**src/rtl/i2c_req_arbiter.sv**
```systemverilog
// i2c_req_arbiter: shares one I2C master between two requesters.
// Round-robin arbitration, one-cycle enable pulse, start/run watchdogs,
// and per-port read data plus a completion status on the done pulse.
module i2c_req_arbiter #(
  parameter int START_WAIT  = 8,
  parameter int RUN_TIMEOUT = 4096
) (
  input  logic       clk,
  input  logic       reset,
  // requester port 0
  input  logic       req0,
  input  logic       mode0,
  input  logic [6:0] addr0,
  input  logic [7:0] wdata0,
  input  logic       stop0,
  output logic       done0,
  output logic [7:0] rdata0,
  // requester port 1
  input  logic       req1,
  input  logic       mode1,
  input  logic [6:0] addr1,
  input  logic [7:0] wdata1,
  input  logic       stop1,
  output logic       done1,
  output logic [7:0] rdata1,
  // shared completion info
  output logic [1:0] status,
  output logic [1:0] grant,
  // I2C master side
  output logic       m_enable,
  output logic       m_mode,
  output logic [6:0] m_slave_addr,
  output logic [7:0] m_data,
  output logic       m_stop,
  input  logic [7:0] m_recv_buf,
  input  logic       m_busy,
  input  logic       m_error
);

  // One counter serves both watchdogs; START_WAIT is assumed <= RUN_TIMEOUT.
  localparam int CNT_W = $clog2(RUN_TIMEOUT + 1);
  localparam logic [CNT_W-1:0] START_LAST = CNT_W'(START_WAIT - 1);
  localparam logic [CNT_W-1:0] RUN_LAST   = CNT_W'(RUN_TIMEOUT - 1);

  typedef enum logic [2:0] {
    S_IDLE,
    S_LAUNCH,
    S_WAIT_BUSY,
    S_RUN,
    S_DONE
  } state_e;

  typedef enum logic [1:0] {
    ST_OK       = 2'b00,
    ST_NACK     = 2'b01,
    ST_START_TO = 2'b10,
    ST_RUN_TO   = 2'b11
  } status_e;

  state_e           state_q, state_d;
  status_e          status_q, status_d;
  logic [1:0]       grant_q, grant_d;
  logic             last_q, last_d;     // port served most recently
  logic             mode_q, mode_d;
  logic [6:0]       addr_q, addr_d;
  logic [7:0]       data_q, data_d;
  logic             stop_q, stop_d;
  logic [CNT_W-1:0] cnt_q, cnt_d;
  logic [7:0]       rdata0_q, rdata0_d;
  logic [7:0]       rdata1_q, rdata1_d;

  // Port 1 wins if it is the only requester, or if both request and
  // port 0 was served last.
  logic pick1;
  assign pick1 = req1 & (~req0 | ~last_q);

  // State register: async reset aborts any transaction on the spot.
  // NOTE: state is updated with non-blocking assignments so every register
  // samples the pre-edge values, independent of statement order.
  always_ff @(posedge clk or posedge reset) begin
    if (reset) begin
      state_q  <= S_IDLE;
      status_q <= ST_OK;
      grant_q  <= 2'b00;
      last_q   <= 1'b1;
      mode_q   <= 1'b0;
      addr_q   <= 7'd0;
      data_q   <= 8'd0;
      stop_q   <= 1'b0;
      cnt_q    <= '0;
      rdata0_q <= 8'd0;
      rdata1_q <= 8'd0;
    end else begin
      state_q  <= state_d;
      status_q <= status_d;
      grant_q  <= grant_d;
      last_q   <= last_d;
      mode_q   <= mode_d;
      addr_q   <= addr_d;
      data_q   <= data_d;
      stop_q   <= stop_d;
      cnt_q    <= cnt_d;
      rdata0_q <= rdata0_d;
      rdata1_q <= rdata1_d;
    end
  end

  // Next-state logic: arbitration, launch sequencing and watchdogs.
  always_comb begin
    // NOTE: every signal gets its hold value first, so no path through the
    // case below can leave one unassigned and infer a latch.
    state_d  = state_q;
    status_d = status_q;
    grant_d  = grant_q;
    last_d   = last_q;
    mode_d   = mode_q;
    addr_d   = addr_q;
    data_d   = data_q;
    stop_d   = stop_q;
    cnt_d    = cnt_q;
    rdata0_d = rdata0_q;
    rdata1_d = rdata1_q;

    case (state_q)
      S_IDLE: begin
        // A busy master here is foreign or stale activity: never grant.
        if ((req0 || req1) && !m_busy) begin
          grant_d = pick1 ? 2'b10 : 2'b01;
          mode_d  = pick1 ? mode1  : mode0;
          addr_d  = pick1 ? addr1  : addr0;
          data_d  = pick1 ? wdata1 : wdata0;
          stop_d  = pick1 ? stop1  : stop0;
          state_d = S_LAUNCH;
        end
      end
      S_LAUNCH: begin
        cnt_d   = '0;
        state_d = S_WAIT_BUSY;
      end
      S_WAIT_BUSY: begin
        if (m_busy) begin
          cnt_d   = '0;
          state_d = S_RUN;
        end else if (cnt_q == START_LAST) begin
          status_d = ST_START_TO;
          state_d  = S_DONE;
        end else begin
          cnt_d = cnt_q + CNT_W'(1);
        end
      end
      S_RUN: begin
        if (!m_busy) begin
          status_d = m_error ? ST_NACK : ST_OK;
          if (mode_q) begin
            if (grant_q[1]) rdata1_d = m_recv_buf;
            else            rdata0_d = m_recv_buf;
          end
          state_d = S_DONE;
        end else if (cnt_q == RUN_LAST) begin
          status_d = ST_RUN_TO;
          state_d  = S_DONE;
        end else begin
          cnt_d = cnt_q + CNT_W'(1);
        end
      end
      S_DONE: begin
        last_d  = grant_q[1];
        grant_d = 2'b00;
        state_d = S_IDLE;
      end
      default: state_d = S_IDLE;
    endcase
  end

  assign m_enable     = (state_q == S_LAUNCH);
  assign done0        = (state_q == S_DONE) & grant_q[0];
  assign done1        = (state_q == S_DONE) & grant_q[1];
  assign status       = status_q;
  assign grant        = grant_q;
  assign rdata0       = rdata0_q;
  assign rdata1       = rdata1_q;
  assign m_mode       = mode_q;
  assign m_slave_addr = addr_q;
  assign m_data       = data_q;
  assign m_stop       = stop_q;

endmodule

```
**config.mk**
```make
export PLATFORM = sky130hd
export DESIGN_NAME = i2c_req_arbiter
export DESIGN_NICKNAME = d
export VERILOG_FILES = /design/src/rtl/i2c_req_arbiter.sv
export SDC_FILE = /design/constraint.sdc
export NUM_CORES = 1
export LEC_CHECK = 0
export CELL_PAD_IN_SITES_DETAIL_PLACEMENT = 2
export CELL_PAD_IN_SITES_GLOBAL_PLACEMENT = 2
export CORE_MARGIN = 2
export CORE_UTILIZATION = 28
export DETAILED_ROUTE_END_ITERATION = 10
export PLACE_DENSITY = 0.77
export SLEW_MARGIN = 10
export SYNTH_ARGS = -nofsm -noshare
export SYNTH_HDL_FRONTEND = slang
export SYNTH_SLANG_ARGS = --single-unit
```
**constraint.sdc**
```tcl
create_clock -name clk -period 2.6 [get_ports clk]
set_input_delay 0.65 -clock clk [delete_from_list [all_inputs] [get_ports clk]]
set_output_delay 0.65 -clock clk [all_outputs]
set_load 0.02 [all_outputs]
```
* After elaboration in Yosys (flattened, before gate mapping)
Index checks and enable logic that the tools add are counted.
** Storage, ports and cells
- Register bits :: 54
- Logic and storage cells :: 72
- Input port bits :: 48
** Cells by class
- Add/sub/neg operators :: 1
- Reductions and logical operators :: 14
- Mux-type cells :: 24
- Bitwise logic cells :: 8
- Eq/ne operators :: 14
** Operators by type and width (count)
- $mux 13 :: 4
- $pmux 13 s3 :: 1
- $reduce_and 4->1 :: 4
- $mux 3 :: 5
- $add 13x1->13 const B :: 1
- $eq 13x12->1 const B :: 1
- $eq 13x3->1 const B :: 1
- $mux 2 :: 6
- $pmux 3 s4 :: 1
- $ne 2x2->1 const B :: 5
- $ne 3x3->1 const B :: 3
- $mux 8 :: 1
- $pmux 2 s2 :: 2
- $mux 7 :: 1
- $eq 3x2->1 const B :: 2
- $not 1->1 :: 4
- $reduce_and 2->1 :: 2
- $reduce_bool 2->1 :: 2
- $and 1x1->1 :: 3
- $eq 3x1->1 const B :: 1
- $eq 3x3->1 const B :: 1
- $logic_not 3->1 :: 1
- $mux 1 :: 3
- $reduce_and 3->1 :: 1
- 5 further kinds :: 5

* Logic depth before layout (Yosys ltp)
Gate-level depths: netlist of run 1.
- Word-level depth :: 6
- Mapped depth :: 7

* Least setup slack after synthesis of run 1
No wires, ideal clock.
- Path type :: register to register
- Start point :: register cnt_q[0]
- End point :: register cnt_q[12]
- Cell stages (with the launch flop) :: 7
- Library setup time :: 0.126 ns
- Clock period less this slack :: 1.986 ns
- Arrival :: 1.860 ns
- Required time :: 2.474 ns
- Slack :: 0.614 ns
- Path buffers :: 0
- Cell sequence :: dfrtp_1 ha_1 nor4bb_1 and3_1 o221ai_4 and2_4 a221o_1
** Between the ends
- Cells in the longest elaborated chain, start to end :: 4
- Elaborated cells on any way between the ends :: 11
** Ends and longest elaborated chain
- from (decl) :: RTL line 68 : logic [CNT_W-1:0] cnt_q, cnt_d;
- from (signal assigned) :: RTL line 102 : cnt_q <= cnt_d;
- $add 13x1->13 :: RTL line 148, 163
- $mux 13, on equally long branches :: RTL line 159, 144
- $mux 13, on equally long branches :: RTL line 152, 141
- $pmux 13 s3 :: RTL line 124 : case (state_q)
Several ways; a longest one is shown, not always the timed one. The select of a mux whose other input is x is not followed.
A chain may end at the register's enable or synchronous reset.

* Final worst setup path of run 1
- Start point :: register state_q[0]
- End point :: output done1
** Between the ends
- Cells in the longest elaborated chain, start to end :: 2
** Ends and longest elaborated chain
- from (decl) :: RTL line 60 : state_e state_q, state_d;
- from (signal assigned) :: RTL line 94 : state_q <= state_d;
- $eq 3x3->1 :: RTL line 177 : assign done1 = (state_q == S_DONE) & grant_q[1];
- $and 1x1->1 :: RTL line 177
- to (decl) :: RTL line 24 : output logic done1,
No other way between the ends.

==> results of run 1 <==
## layout by cell type, fill, tap and decap left out, drive strengths merged, types with 2 or more instances in the layout
cell type / count
clkdlybuf4s50: 87
dfrtp: 53
nor2: 31
a21oi: 21
mux2i: 20
mux2: 16
nand3: 11
buf: 11
inv: 10
and3: 10
nand4: 8
nand2: 7
clkbuf: 6
o211ai: 5
nand2b: 4
a221o: 4
nor4: 4
o21ai: 4
nand3b: 3
o22ai: 2
a31oi: 2
or3: 2
nor3: 2
o221ai: 2
clkinv: 2
## kinds of logic after synthesis
kind of cell | after synthesis
multiplexers | 36
buffers and inverters | 20
flip-flops | 54
adder cells (fa/ha/maj) | 1
AND/OR/NAND/NOR | 86
AO/OA/AOI/OAI | 50
## path summary, 6_finish.rpt
path,slack (ns),to,start
setup / recovery,0.1,done1,state_q[0]$_DFFE_PP0P_
hold / removal,0.51,rdata0[2]$_DFFE_PP0P_,rdata0[2]$_DFFE_PP0P_
setup reg to reg,0.26,cnt_q[7]$_DFFE_PP0P_,cnt_q[0]$_DFFE_PP0P_
hold reg to reg,0.51,rdata0[2]$_DFFE_PP0P_,rdata0[2]$_DFFE_PP0P_
max in group asynchronous,1.22,m_data[3]$_DFFE_PP0P_,reset
min in group asynchronous,0.71,rdata1[3]$_DFFE_PP0P_,reset
## metal layers
metal / global-route usage [%] / part of all wire (%)
met1: 20.16 / 42
met2: 29.34 / 51
met3: 5.590 / 6.4
met4: 2.599 / 0.50
met5: 0 / 0
## power groups by stage
stage | combinational (mW) | sequential [mW] | clock [mW]
CTS | 2.09 | 1.40 | 0.495
floorplan | 0.732 | 1.71 | 0
global route | 2.23 | 1.43 | 0.521
detailed placement | 2.07 | 1.41 | 0
global placement | 2.01 | 1.38 | 0
finish | 2.05 | 1.38 | 0.472
## worst max-delay path, delay by kind of cell (launching register included)
family,cells,cell delay (ns)
buf+inv,1,0.63
flops,1,0.39
simple gates,2,0.54
## flip-flops by register name, indices dropped and copies added (netlist names)
register and cells:
m_stop 1, m_data 8, state_q 3, rdata1 8, last_q 1, m_slave_addr 7
m_mode 1, cnt_q 13, grant 2, rdata0 8, status 2
## cell type report
| class | instances | area [sq um] |
|---|---|---|
| multi-input cells | 173 | 1226 |
| well taps | 111 | 138.9 |
| clock buffers | 6 | 72.57 |
| flip-flops and latches | 54 | 1353 |
| clock inverters | 2 | 13.76 |
| repair buffers | 98 | 965.9 |
| fillers | 987 | 5389 |
| inverters | 10 | 37.54 |
## through the flow
step / hold slack (ns) / worst slack, ns / power (mW) / cells / utilization [%]
6_report: 0.5057 / 0.09677 / 3.902 / 454 / 41.40
5_1_grt: 0.5229 / 0.001223 / 4.180 / 454 / 41.40
4_1_cts: 0.5103 / 0.06806 / 3.979 / 454 / 41.40
3_5_place_dp: 0.4781 / 0.03046 / 3.484 / 446 / 40.46
3_3_place_gp: 0.4673 / 0.1052 / 3.390 / 446 / 40.46
2_1_floorplan: 0.4706 / 0.6138 / 2.437 / 247 / -
==> impl_metrics.json, run 1 <==
{
  "status": "finished, final reports clean",
  "power_leakage_nw": 1.628,
  "grt_overflow_total": 0,
  "rsz0062_at_grt": "no",
  "clock.fmax_mhz": 399.5,
  "drt_iter0_drc": 43,
  "synthAdderAreaFrac_pct": 0.4733,
  "viasPerCell": 5.101,
  "min_period_ns": 2.503,
  "antenna_found_initial": 0,
  "clock_latency_ns": 0.30,
  "cts_tree": "yes",
  "setup_viol": 0,
  "ys_ff_latch": 54,
  "seqPwrFrac_pct": 35.4,
  "die-area_sq_mm": 0.01024,
  "synth-edff-count": 0,
  "clock_sinks": 54,
  "cp-start-kind": "flip-flop",
  "cts_root_buf": "clkbuf_8",
  "yosys.area.top_type": "dfrtp_1",
  "synthTopCellsByCount": "53 x dfrtp_1, 30 x nor2_1, 21 x a21oi_1, 20 x mux2i_1, 11 x nand3_1",
  "vias": 2316,
  "num_io_pins": 88,
  "syn_inst": 247,
  "tightest_slew_ns": 0.5596,
  "rr_worst_depth": 6,
  "cap_violations": 0,
  "n_antenna_cell": 0,
  "firstDrtPassIters": 4,
  "placed_area_sq_mm": 0.003721,
  "wl_per_cell_microns": 18.22,
  "cts_made_buffers": 5,
  "syn-num-nets": 296,
  "die_height_microns": 101.2,
  "intPower_mw": 2.295,
  "synthFlopType": "dfrtp_1",
  "power_per_cell_area_mw_per_mm2": 1025,
  "gp_congestion": 0.7938,
  "synth.most_common_cell": "dfrtp_1",
  "report.final.slew_viol_count": 0,
  "synth_area_leaders": "dfrtp_1 50%, mux2i_1 7.6%, nor2_1 4.3%",
  "skew_ns": 0.01054,
  "path_clk_slew_ns": 0.10,
  "dieWidth_microns": 101.2,
  "hold_viol": 0,
  "yosysWarnings": 0,
  "cp_max_fo": 4,
  "whs_path_depth": 1,
  "grt_util_all_layers_pct": 16.66,
  "end_kind": "output pin",
  "worstSetupPathType": "flip-flop to output pin",
  "worstPathArrival_ns": 1.85,
  "core_sq_mm": 0.009196,
  "cts_buffer_depth": 2,
  "switching_share_pct": 41.20,
  "hpwl_mm": 6.378,
  "power.share.clock_pct": 12.1,
  "routed_wl_mm": 8.273,
  "final.period_utilization_pct": 96.28,
  "grt_pass1_wl_mm": 13.43,
  "drc": 0,
  "h-tree-depth": 2,
  "synthesis.area_sq_mm": 0.002644,
  "grt_max_degree": 38,
  "critical_path_required_ns": 1.95,
  "synth_mux_area_share_pct": 14.39,
  "synthSimpleGateAreaFrac_pct": 17.32,
  "finalSetupTns_ns": 0,
  "postLayoutCellArea_sq_mm": 0.003807,
  "synth_top_family_by_area": "simple AND/OR/NAND/NOR gates",
  "synth_top_area_share_pct": 50.17,
  "synth-seq-area-share_pct": 51.16,
  "final_layout_size_suffix_gt1_share_pct": 11.37,
  "ir_worst_vdd_mv": 0.4685,
  "hold_buffers": 0,
  "cpPeakStageDelay_ns": 0.63,
  "area_growth_pct": 44.01,
  "ant_nets": 0,
  "hold_class": "flip-flop to flip-flop",
  "ys_types": 48,
  "io_buffers": 87,
  "cts_resized": 0,
  "nets": 391,
  "synth_xor_area_share_pct": 0,
  "synth.avg_cell_area_sq_um": 10.70,
  "power_frac_comb_pct": 52.5,
  "cts_setup_buffers": 0,
  "slew_headroom_pct": 62.35,
  "rows": 35,
  "start_util_pct": 28.75,
  "slowest_stage": "clkdlybuf4s50_1",
  "synth-compound-area-share_pct": 13.72,
  "async_reset_ff_share_pct": 100.0,
  "grt_pass1_vias": 2565,
  "crit_chain": "nor2_1 -> and3_1 -> clkdlybuf4s50_1",
  "p_sw_mw": 1.608
}
No activity file was read; power rests on OpenSTA's default activity.
==> run 2: changes to the inputs <==
Settings changed: CAP_MARGIN from default to 20.
==> results of run 2 <==
Final layout, timing and power as in run 1 (identical DEF).
==> run 3: changes to the inputs <==
Settings changed: CTS_CLUSTER_SIZE from default to 25.
Clock period 2.6 ns to 2.7 ns, I/O delays scaled along.
==> run 3 against run 2 <==
Effect of this change: power down 0.74%; final cell count fell by 0.44%; via count grew 0.52%; highest routed layer unchanged.
==> impl_metrics.json, run 3 (synthesis gave the netlist of run 1 again) <==
{
  "status": "finished, final reports clean",
  "cp_max_fo": 10,
  "routed_wl_mm": 8.521,
  "clock_latency_ns": 0.32,
  "clock_sinks": 54,
  "grt_pass1_wl_mm": 13.85,
  "path_clk_slew_ns": 0.10,
  "core_sq_mm": 0.009196,
  "worstPathArrival_ns": 1.84,
  "skew_ns": 0.01235,
  "cts_tree": "yes",
  "viasPerCell": 5.150,
  "power_per_cell_area_mw_per_mm2": 1011,
  "critical_path_required_ns": 2.03,
  "h-tree-depth": 2,
  "hold_buffers": 0,
  "layout_commonest_cell": "clkdlybuf4s50_1",
  "report.final.slew_viol_count": 0,
  "cts_setup_buffers": 0,
  "nets": 389,
  "tightest_slew_ns": 0.5619,
  "cts_made_buffers": 5,
  "grt_pass1_vias": 2671,
  "area_growth_pct": 44.86,
  "drc": 0,
  "postLayoutCellArea_sq_mm": 0.003830,
  "finalSetupTns_ns": 0,
  "grt_overflow_total": 0,
  "cp-start-kind": "flip-flop",
  "grt_max_degree": 55,
  "dieWidth_microns": 101.2,
  "largest-register": "cnt_q",
  "min_period_ns": 2.514,
  "final_layout_size_suffix_gt1_share_pct": 10.85,
  "n_antenna_cell": 0,
  "wl_per_cell_microns": 18.85,
  "start_util_pct": 28.75,
  "firstDrtPassIters": 4,
  "power_leakage_nw": 1.632,
  "hold_viol": 0,
  "antenna_found_initial": 0,
  "slew_headroom_pct": 62.20,
  "largest_reg_flops": 13,
  "hold_class": "flip-flop to flip-flop",
  "io_buffers": 87,
  "grt_util_all_layers_pct": 17.37,
  "num_io_pins": 88,
  "fill_cells": 990,
  "worstSetupPathType": "flip-flop to output pin",
  "rsz0062_at_grt": "no",
  "setup_viol": 0,
  "ir_worst_vdd_mv": 0.4558,
  "cap_violations": 0,
  "cts_root_buf": "clkbuf_8",
  "cts_buffer_depth": 2,
  "regArea_sq_mm": 0.001353,
  "final.period_utilization_pct": 93.13,
  "rows": 35,
  "final_cell_mix": "87 x clkdlybuf4s50_1, 53 x dfrtp_1, 30 x nor2_1, 21 x a21oi_1, 20 x mux2i_1",
  "cts_resized": 0,
  "gp_congestion": 0.8072,
  "ant_nets": 0,
  "drt_iter0_drc": 60,
  "end_kind": "output pin",
  "hpwl_mm": 6.283,
  "clock.fmax_mhz": 397.7,
  "placed_area_sq_mm": 0.003719,
  "fin_util_pct": 41.65,
  "die-area_sq_mm": 0.01024,
  "multi_input_area_sq_mm": 0.001226,
  "vias": 2328,
  "die_height_microns": 101.2
}
==> run 3: cell count changes in the layout (fill, tap and decap cells not counted) <==
cell,before,now
clkinv_2,1,0
buf_12,1,2
bufinv_16,0,1
buf_4,10,7
==> run 3: final timing paths <==
path,start,to,slack (ns),cells after the start
min in group asynchronous,reset,m_stop$_DFFE_PP0P_,0.73,3
hold reg to reg,rdata0[6]$_DFFE_PP0P_,rdata0[6]$_DFFE_PP0P_,0.50,1
hold / removal,rdata0[6]$_DFFE_PP0P_,rdata0[6]$_DFFE_PP0P_,0.50,1
setup reg to reg,cnt_q[0]$_DFFE_PP0P_,cnt_q[7]$_DFFE_PP0P_,0.31,6
setup / recovery,state_q[2]$_DFFE_PP0P_,m_enable,0.19,3
max in group asynchronous,reset,last_q$_DFFE_PP1P_,1.69,3
==> run 3: routing by layer <==
metal  track usage, %  part of all wire [%]
met2            29.34                    50
met5                0                     0
met4            2.911                  0.50
met1            21.71                    43
met3            6.349                   6.6
==> run 3: layout make-up <==
cell class	instances	area share [%]
multi-input cells	173	32.02
repair buffers	96	25.16
clock buffers	6	1.895
flip-flops and latches	54	35.32
inverters	10	0.9801
well taps	111	3.626
clock inverters	2	1.013
==> run 3: worst max-delay path, cell delays in order (launching register included) <==
cell and delay, ns:
dfrtp_1 0.52, nand2b_1 0.28, nor2_1 0.11, clkdlybuf4s50_1 0.61
==> run 3: metrics by stage <==
stage          worst slack [ns]  hold WS, ns  instances  total power, mW
2_1_floorplan            0.7121       0.4706        247            2.347
3_3_place_gp             0.2225       0.4666        444            3.260
3_5_place_dp             0.1529       0.4787        444            3.345
4_1_cts                  0.1728       0.5048        452            3.941
5_1_grt                 0.08968       0.5336        452            4.147
6_report                 0.1856       0.4960        452            3.874
==> run 3: power by group <==
part | leakage (nW) | internal (mW) | switching [mW]
Clock | 0.0554 | 0.279 | 0.288
Sequential | 0.664 | 1.13 | 0.217
Combinational | 0.913 | 0.897 | 1.07
Total | 1.63 | 2.30 | 1.57
